File: src/rtl/player_motion_ctrl.sv
// Player movement sequencer: on each update tick, builds a clamped candidate position from the
// direction buttons, validates it with an external collision checker, wall-slides, then commits.
module player_motion_ctrl #(
    parameter int POS_W       = 10,
    parameter int STEP        = 1,
    parameter int CLK_HZ      = 50_000_000,
    parameter int UPDATE_HZ   = 100,
    parameter int X_MIN       = 0,
    parameter int X_MAX       = 620,
    parameter int Y_MIN       = 0,
    parameter int Y_MAX       = 460,
    parameter int X_INIT      = 310,
    parameter int Y_INIT      = 230,
    parameter int CHK_TIMEOUT = 1024
) (
    input  logic             clk,
    input  logic             rst,
    input  logic             enable,
    input  logic             btn_left,
    input  logic             btn_right,
    input  logic             btn_up,
    input  logic             btn_down,
    input  logic             flip_vert,
    output logic             chk_req,
    output logic [POS_W-1:0] chk_x,
    output logic [POS_W-1:0] chk_y,
    input  logic             chk_done,
    input  logic             chk_ok,
    output logic [POS_W-1:0] x_pos,
    output logic [POS_W-1:0] y_pos,
    output logic             moved,
    output logic             busy,
    output logic             chk_err
);

    localparam int PERIOD = CLK_HZ / UPDATE_HZ;
    localparam int CNT_W  = (PERIOD > 1) ? $clog2(PERIOD) : 1;
    localparam int TO_W   = (CHK_TIMEOUT > 1) ? $clog2(CHK_TIMEOUT) : 1;

    localparam logic [CNT_W-1:0] CNT_LAST = CNT_W'(PERIOD - 1);
    localparam logic [TO_W-1:0]  TO_LAST  = TO_W'(CHK_TIMEOUT - 1);
    localparam logic [POS_W:0]   STEP_W   = (POS_W + 1)'(STEP);
    localparam logic [POS_W:0]   X_LO     = (POS_W + 1)'(X_MIN);
    localparam logic [POS_W:0]   X_HI     = (POS_W + 1)'(X_MAX);
    localparam logic [POS_W:0]   Y_LO     = (POS_W + 1)'(Y_MIN);
    localparam logic [POS_W:0]   Y_HI     = (POS_W + 1)'(Y_MAX);
    localparam logic [POS_W-1:0] X_RST    = POS_W'(X_INIT);
    localparam logic [POS_W-1:0] Y_RST    = POS_W'(Y_INIT);

    typedef enum logic [3:0] {
        S_IDLE,
        S_SAMPLE,
        S_REQ_XY,
        S_WAIT_XY,
        S_REQ_X,
        S_WAIT_X,
        S_REQ_Y,
        S_WAIT_Y,
        S_REQ_1,
        S_WAIT_1,
        S_COMMIT
    } state_t;

    state_t state, state_n;

    logic [CNT_W-1:0] tick_cnt;
    logic [TO_W-1:0]  wait_cnt;
    logic             tick;
    logic             pending;
    logic             lat_left, lat_right, lat_up, lat_down;
    logic [POS_W-1:0] cand_x, cand_y;
    logic [POS_W-1:0] new_x, new_y;
    logic [POS_W-1:0] cx_c, cy_c;
    logic             move_x, move_y;
    logic             waiting, timed_out, resolve, accept;

    // One signed step widened by a bit, so a move below zero is caught as a borrow, not a wrap.
    function automatic logic [POS_W-1:0] step_clamp(
        input logic [POS_W-1:0] cur,
        input logic             dec,
        input logic             inc,
        input logic [POS_W:0]   lo,
        input logic [POS_W:0]   hi
    );
        logic [POS_W:0] sum;
        sum = {1'b0, cur};
        if (inc && !dec) begin
            sum = sum + STEP_W;
        end else if (dec && !inc) begin
            sum = sum - STEP_W;
            if (sum[POS_W]) sum = lo;
        end
        if (sum < lo)      sum = lo;
        else if (sum > hi) sum = hi;
        return sum[POS_W-1:0];
    endfunction

    assign tick      = enable && (tick_cnt == CNT_LAST);
    assign cx_c      = step_clamp(x_pos, lat_left, lat_right, X_LO, X_HI);
    assign cy_c      = step_clamp(y_pos, lat_up, lat_down, Y_LO, Y_HI);
    assign move_x    = (cx_c != x_pos);
    assign move_y    = (cy_c != y_pos);
    assign waiting   = (state == S_WAIT_XY) || (state == S_WAIT_X) ||
                       (state == S_WAIT_Y)  || (state == S_WAIT_1);
    assign timed_out = waiting && !chk_done && (wait_cnt == TO_LAST);
    assign resolve   = waiting && (chk_done || timed_out);
    assign accept    = waiting && chk_done && chk_ok;
    assign busy      = (state != S_IDLE);

    // enable only gates the tick source; a tick already pending is still served.
    always_ff @(posedge clk or posedge rst) begin
        if (rst)                  tick_cnt <= '0;
        else if (!enable || tick) tick_cnt <= '0;
        else                      tick_cnt <= tick_cnt + CNT_W'(1);
    end

    always_ff @(posedge clk or posedge rst) begin
        if (rst) state <= S_IDLE;
        else     state <= state_n;
    end

    // NOTE: state_n gets its default before the case, so no path leaves it unassigned (no latch).
    always_comb begin
        state_n = state;
        case (state)
            S_IDLE:    if (tick || pending) state_n = S_SAMPLE;
            S_SAMPLE: begin
                if (move_x && move_y)      state_n = S_REQ_XY;
                else if (move_x || move_y) state_n = S_REQ_1;
                else                       state_n = S_IDLE;
            end
            S_REQ_XY:  state_n = S_WAIT_XY;
            S_REQ_X:   state_n = S_WAIT_X;
            S_REQ_Y:   state_n = S_WAIT_Y;
            S_REQ_1:   state_n = S_WAIT_1;
            S_WAIT_XY: begin
                if (accept)       state_n = S_COMMIT;
                else if (resolve) state_n = S_REQ_X;
            end
            S_WAIT_X:  if (resolve) state_n = S_REQ_Y;
            S_WAIT_Y:  if (resolve) state_n = S_COMMIT;
            S_WAIT_1: begin
                if (accept)       state_n = S_COMMIT;
                else if (resolve) state_n = S_IDLE;
            end
            S_COMMIT:  state_n = S_IDLE;
            default:   state_n = S_IDLE;
        endcase
    end

    // NOTE: all state below uses non-blocking assignments so every register sees pre-edge values.
    always_ff @(posedge clk or posedge rst) begin
        if (rst) begin
            pending   <= 1'b0;
            lat_left  <= 1'b0;
            lat_right <= 1'b0;
            lat_up    <= 1'b0;
            lat_down  <= 1'b0;
            cand_x    <= X_RST;
            cand_y    <= Y_RST;
            new_x     <= X_RST;
            new_y     <= Y_RST;
            chk_req   <= 1'b0;
            chk_x     <= X_RST;
            chk_y     <= Y_RST;
            wait_cnt  <= '0;
            x_pos     <= X_RST;
            y_pos     <= Y_RST;
            moved     <= 1'b0;
            chk_err   <= 1'b0;
        end else begin
            moved <= 1'b0;

            if (tick && state != S_IDLE) pending <= 1'b1;
            else if (state == S_IDLE)    pending <= 1'b0;

            case (state)
                S_IDLE: begin
                    lat_left  <= btn_left;
                    lat_right <= btn_right;
                    lat_up    <= flip_vert ? btn_down : btn_up;
                    lat_down  <= flip_vert ? btn_up : btn_down;
                end
                S_SAMPLE: begin
                    cand_x <= cx_c;
                    cand_y <= cy_c;
                    new_x  <= x_pos;
                    new_y  <= y_pos;
                end
                S_REQ_XY, S_REQ_1: begin
                    chk_x    <= cand_x;
                    chk_y    <= cand_y;
                    chk_req  <= 1'b1;
                    wait_cnt <= '0;
                end
                S_REQ_X: begin
                    chk_x    <= cand_x;
                    chk_y    <= y_pos;
                    chk_req  <= 1'b1;
                    wait_cnt <= '0;
                end
                S_REQ_Y: begin
                    chk_x    <= new_x;
                    chk_y    <= cand_y;
                    chk_req  <= 1'b1;
                    wait_cnt <= '0;
                end
                S_COMMIT: begin
                    x_pos <= new_x;
                    y_pos <= new_y;
                    moved <= (new_x != x_pos) || (new_y != y_pos);
                end
                default: ;
            endcase

            // Non-moving axis already holds its current value, so WAIT_1 can accept both.
            if (waiting) begin
                if (resolve) begin
                    chk_req  <= 1'b0;
                    wait_cnt <= '0;
                end else begin
                    wait_cnt <= wait_cnt + TO_W'(1);
                end
                if (timed_out) chk_err <= 1'b1;
                if (accept) begin
                    if (state != S_WAIT_Y) new_x <= cand_x;
                    if (state != S_WAIT_X) new_y <= cand_y;
                end
            end
        end
    end

endmodule

File: config.mk
export PLATFORM = sky130hd
export DESIGN_NAME = player_motion_ctrl
export DESIGN_NICKNAME = d
export VERILOG_FILES = /design/src/rtl/player_motion_ctrl.sv
export SDC_FILE = /design/constraint.sdc
export NUM_CORES = 1
export LEC_CHECK = 0
export CAP_MARGIN = 5
export CORE_MARGIN = 2
export CORE_UTILIZATION = 33
export CTS_CLUSTER_DIAMETER = 50
export CTS_CLUSTER_SIZE = 28
export DETAILED_ROUTE_END_ITERATION = 10
export GPL_TIMING_DRIVEN = 0
export SLEW_MARGIN = 40
export SYNTH_ARGS = -nofsm -noshare
export SYNTH_HDL_FRONTEND = slang
export SYNTH_SLANG_ARGS = --single-unit
export TNS_END_PERCENT = 100
File: constraint.sdc
create_clock -name clk -period 3.5 [get_ports clk]
set_clock_uncertainty 0.1 [all_clocks]
set_input_delay 0.35 -clock clk [delete_from_list [all_inputs] [get_ports clk]]
set_output_delay 0.35 -clock clk [all_outputs]
set_load 0.01 [all_outputs]
After elaboration in Yosys (flattened, before gate mapping)
Index checks and enable logic that the tools add are counted.
{ "totals": {"regBits": 121, "in_bits": 10, "out_inout_bits": 44, "word_cells": 131} }
{ "op_classes": {"add_sub_neg": 6, "order_cmp": 4, "n_eq_ne": 23, "muxes": 42, "reduce_logical": 37} }
{ "ops": {"columns": ["operator", "count"], "rows": [
  ["$mux W10", 19],
  ["$ne A10 B10 Y1", 4],
  ["$pmux W10 S2", 2],
  ["$pmux W4 S10", 1],
  ["$mux W4", 9],
  ["$add A10 B1 Y11 const B", 2],
  ["$lt A11 B1 Y1 const B", 2],
  ["$mux W11", 2],
  ["$sub A10 B1 Y11 const B", 2],
  ["$add A19 B1 Y19 const B", 1],
  ["$eq A19 B19 Y1 const B", 1],
  ["$mux W19", 1],
  ["$eq A4 B3 Y1 const B", 4],
  ["$eq A4 B4 Y1 const B", 3],
  ["$logic_and A1 B1 Y1", 12],
  ["$gt A11 B10 Y1 const B", 1],
  ["$gt A11 B9 Y1 const B", 1],
  ["$add A10 B1 Y10 const B", 1],
  ["$eq A10 B10 Y1 const B", 1],
  ["$eq A4 B2 Y1 const B", 2],
  ["$logic_or A1 B1 Y1", 8],
  ["$mux W1", 8],
  ["$ne A4 B3 Y1 const B", 2],
  ["$reduce_bool A2 Y1", 4],
  ["10 further kinds", 19]
]} }

Longest topological paths before layout
{ "depth": {"depth_word": 12, "mapped_depth": 17, "ltp_nobuf": 15} }

Worst setup path after synthesis
Ideal clock, no wire load.
{ "synth_path": {"kind": "reg2reg", "start": "reg x_pos[0]", "end": "reg state[3]", "t_arrival_ns": 3.617, "required_time_ns": 3.279, "setup_slack_ns": -0.338, "stages_incl_launch_ff": 18, "synth_period_minus_slack_ns": 3.838, "cell_sequence": "dfrtp_1 > clkbuf_1 > inv_1 > ha_1 > or4b_4 > buf_6 > nor4_4 > nor3b_2 > o31ai_4 > a21oi_2 > o31a_1 > mux2_2 > nand4_1 > ha_1 > a21oi_1 > a31oi_1 > a21oi_1 > o21ai_1"} }
{ "synth_between": {"elab_chain_len": 12} }
{ "synth_lines": {"columns": ["item", "line", "rtl"], "rows": [
  ["from (decl)", "29", "output logic [POS_W-1:0] x_pos,"],
  ["from (signal assigned)", "209", "x_pos <= new_x;"],
  ["$sub A10 B1 Y11", "90", "sum = sum - STEP_W;"],
  ["$mux W10", "91", "if (sum[POS_W]) sum = lo;"],
  ["$mux W10", "89", "end else if (dec && !inc) begin"],
  ["$mux W11", "87", "if (inc && !dec) begin"],
  ["$gt A11 B10 Y1", "94", "else if (sum > hi) sum = hi;"],
  ["$mux W10", "94", null],
  ["$mux W10", "93", "if (sum < lo) sum = lo;"],
  ["$ne A10 B10 Y1 *", "101", "assign move_x = (cx_c != x_pos);"],
  ["$logic_or A1 B1 Y1", "129", "else if (move_x || move_y) state_n = S_REQ_1;"],
  ["$mux W4", "129", null],
  ["$mux W4 *", "128", "if (move_x && move_y) state_n = S_REQ_XY;"],
  ["$pmux W4 S10 *", "125", "case (state)"],
  ["to (signal assigned)", "119", "else state <= state_n;"],
  ["to (decl)", "64", "state_t state, state_n;"]
]} }
Mark *: on every way between the ends. The rest lies on a longest branch, timed or not.
A chain may end at the register's enable or synchronous reset.

Worst setup path after layout
{ "layout_path": {"start": "reg x_pos[0]", "end": "reg state[1]"} }
{ "layout_between": {"elab_chain_len": 11} }
{ "layout_lines": {"columns": ["item", "line"], "rows": [
  ["$sub A10 B1 Y11", "90"],
  ["$mux W10", "91"],
  ["$mux W10", "89"],
  ["$mux W11", "87"],
  ["$gt A11 B10 Y1", "94"],
  ["$mux W10", "94"],
  ["$mux W10", "93"],
  ["$ne A10 B10 Y1 *", "101"],
  ["$logic_and A1 B1 Y1 *", "128"],
  ["$mux W4 *", "128"],
  ["$pmux W4 S10 *", "125"]
]} }
Marked as above.

==> run metrics <==
status finished, violations left; failing checks setup timing; Slew HR 44.7%; Die Area ~0.023 sq mm; Power Total 8.79 mW; dpl hpwl 14,800 um; Initial Util 33.9%; r2r startpoint x_pos[0]; Routed Antenna Nets 0; first-pass GRT wire length between 30,000 and 40,000 um; ratio of cells with drive above 1 in the final layout 16.6%; critical path required time 3750 ps; Num Clock Sinks ~120; final std cells w/o fill 1,192; Slew Limit Fails 0; sequential power share 26.1%; # fillers 2,056; RR Endpoint state[1]; TritonCTS clock tree yes; via density per instance 5.39; Starting DRT DRC Count 465; Cell variety after synth 71; sw frac a little over two fifths; number of max-cap violations 0; post-synthesis register bit count between 100 and 150; power share of the combinational group between 50% and 60%; sequential-to-total area share from yosys stat 42.9%; IO Pins 54; Worst Reg-to-Reg Cells 17; grt ovf 0; Hold Vio Cnt, Final 0; Int Power 4.94 mW; NumNets Final 921; part of the power in the clock network 18.5%; Post-synth EDFFs 0; antenna violations before repair 0; drt total wl 20,500 um; worst setup path class flop to flop; top_reg_cell synth dfrtp_1; CP max FO 4; Yosys warning count 0; Hold Path Class input port to asynchronous set/reset pin; Mapped Nets 828; hold buffers post-CTS 0; Sw Pwr around 3.8 mW; I/O Buffers 53; Core Rows 53; Syn Area/Cell 8.85 sq um; Setup TNS -662 ps; area of the multi-input gates 0.00397 sq mm; DRC Markers 0; CTS Root Cell clkbuf_16; vias post-DR 6,428; gpl congestion 0.871; vias in the first global route 6,254; ys async rst share 100%; Lkg Pwr 3.59 nW; Clock transition at path regs 60 ps; Setup Viol. Count Final 2; FF+latch area between 0.003 and 0.004 sq mm; Mapped Area 0.00718 sq mm; Finished Cell Area between 0.009 and 0.01 sq mm; diodes inserted 0; CTS H-tree depth 4; router iterations before antenna repair 5; post-layout min period roughly 3900 ps; PwrDens 966 mW/mm^2; placed cells between 1,000 and 1,500; worst-case clock buffer depth 2; fin util a little over two fifths; CP Data Arrival Time between 4000 and 5000 ps; Peak VDD IR roughly 500 uV; Die X 151 um; Reg2Reg Setup Slack -350 ps; gr usage total a little under a fifth; crit end category flop; clock latency on the worst-skew pair 430 ps; Startpoint Class flop; Area after DPL 0.00827 sq mm; RSZ-0062 raised after global routing yes; Final WS setup -354 ps; CTS Buf Count 17; actual slew at the worst max-slew pin 829 ps; core area between 0.02 and 0.025 sq mm; FMAX approximately 260 MHz; Die Span Y around 150 um; Area growth syn-to-layout 26.8%; cells after synthesis 811; fin crit share 110%; WL/cell 17.2 um; largest net degree at the start of global routing 24
-- layer usage --
| metal | GRT usage (%) | vias to the layer above | wire length (um) |
|---|---|---|---|
| met4 | 7.06 | 0 | 493 |
| li1 | - | 3078 | - |
| met2 | 29.4 | 172 | 9450 |
| met3 | 3.56 | 34 | 1030 |
| met1 | 26.0 | 3144 | 9510 |
| met5 | 0 | - | 0 |
-- through the flow --
stage          setup slack, ps  hold WS [ps]
6_report                  -354           153
2_1_floorplan            -87.1           346
3_5_place_dp              -566           348
5_1_grt                   -513           174
4_1_cts                   -317           157
3_3_place_gp              -618           347
-- logic make-up (layout without fill, tap and decap cells) --
family,Yosys count,count (layout),synth area share [%]
fa+ha+maj,8,8,1.36
simple gates,330,330,22.9
flops,121,121,42.9
xor+xnor,46,46,5.61
compound gates,184,184,16.2
buf+inv,74,180,4.10
mux,48,48,6.92
-- placed cells by master (no fill, tap or decap), types with 8 or more instances in the layout --
cell type,n
inv_1,14
nor2b_1,8
clkbuf_1,47
nand4_1,14
xor2_1,30
clkbuf_16,17
nor4_1,10
nor2_1,57
a22oi_1,12
dfstp_2,40
nand2b_1,8
a21oi_1,23
nand2_1,122
and3_1,10
clkdlybuf4s50_1,53
nor3_1,13
o21ai_0,82
mux2_2,12
nand3_1,25
dfrtp_1,81
xnor2_1,16
or3_1,12
mux2i_1,35
buf_4,15
-- Yosys cell counts, types with 4 or more instances --
| master | n | share of area (%) |
|---|---|---|
| a211o_1 | 6 | 0.73 |
| a21oi_1 | 25 | 1.7 |
| a22oi_1 | 12 | 1.3 |
| and2_1 | 5 | 0.44 |
| and3_1 | 10 | 0.87 |
| clkbuf_1 | 51 | 2.7 |
| dfrtp_1 | 81 | 28 |
| dfstp_2 | 40 | 15 |
| ha_1 | 7 | 1.2 |
| inv_1 | 18 | 0.94 |
| mux2_2 | 13 | 2.0 |
| mux2i_1 | 35 | 4.9 |
| nand2_1 | 123 | 6.4 |
| nand2b_1 | 8 | 0.70 |
| nand3_1 | 25 | 1.7 |
| nand3b_1 | 4 | 0.42 |
| nand4_1 | 14 | 1.2 |
| nor2_1 | 59 | 3.1 |
| nor2b_1 | 9 | 0.78 |
| nor3_1 | 16 | 1.1 |
| nor3b_1 | 5 | 0.52 |
| nor4_1 | 12 | 1.0 |
| nor4b_1 | 5 | 0.61 |
| o211ai_1 | 5 | 0.52 |
| o21ai_0 | 84 | 5.9 |
| o21ai_1 | 4 | 0.28 |
| o22a_1 | 5 | 0.61 |
| o31ai_1 | 4 | 0.42 |
| or2_2 | 6 | 0.52 |
| or3_1 | 12 | 1.0 |
| xnor2_1 | 16 | 2.0 |
| xor2_1 | 30 | 3.7 |
-- critical path, cell delays in order (launching register included) --
cell      delay, ps
dfrtp_1         390
clkbuf_8        150
clkinv_4         50
ha_4            130
or4b_4          520
buf_12          160
or4_4           430
a21oi_4         200
nor2_4           80
nor4_4          270
nor2_2           80
mux2_4          300
nand4_1         170
ha_4            160
o21a_1          100
nor2_1           40
o32a_1          340
o21ai_1         120
-- registers in the layout, summed over array words and instances, names as in the netlist, 4 cells and up --
name and flops:
cand_x 10, tick_cnt 19, y_pos 10, chk_x 10, x_pos 10, state 4
chk_y 10, wait_cnt 10, new_y 10, cand_y 10, new_x 10
-- how the worst max path moves through the flow --
stage | from | to | slack (ps) | depth (start not counted)
6_report | x_pos[0] | state[1] | -350 | 17
5_1_grt | x_pos[5] | state[3] | -510 | 13
4_1_cts | x_pos[0] | state[1] | -320 | 18
3_5_place_dp | y_pos[0] | state[3] | -570 | 16
3_3_place_gp | y_pos[0] | state[3] | -620 | 16
2_1_floorplan | x_pos[0] | state[3] | -90 | 17
-- what timing repair did --
action / 4_1_cts / 5_1_grt
pin swaps: 12 / 10
setup buffers: 12 / 4
endpoints found under the setup margin: 2 / 2
gates resized for setup: 30 / 10
-- power by group through the flow --
stage / registers (mW) / clock network, mW / logic, mW
2_1_floorplan: 2.31 / 0 / 2.91
3_3_place_gp: 2.31 / 0 / 4.32
3_5_place_dp: 2.31 / 0 / 4.37
4_1_cts: 2.30 / 1.66 / 4.76
5_1_grt: 2.36 / 1.74 / 5.31
6_report: 2.30 / 1.63 / 4.86
-- layout make-up --
type,instances,area share [%]
multi-input cells,616,43.7
flip-flops and latches,121,33.8
repair buffers,75,9.02
clock buffers,20,5.02
well taps,275,3.78
plain buffers,55,2.74
clock inverters,12,1.07
inverters,18,0.866
No activity file was read; power rests on OpenSTA's default activity.
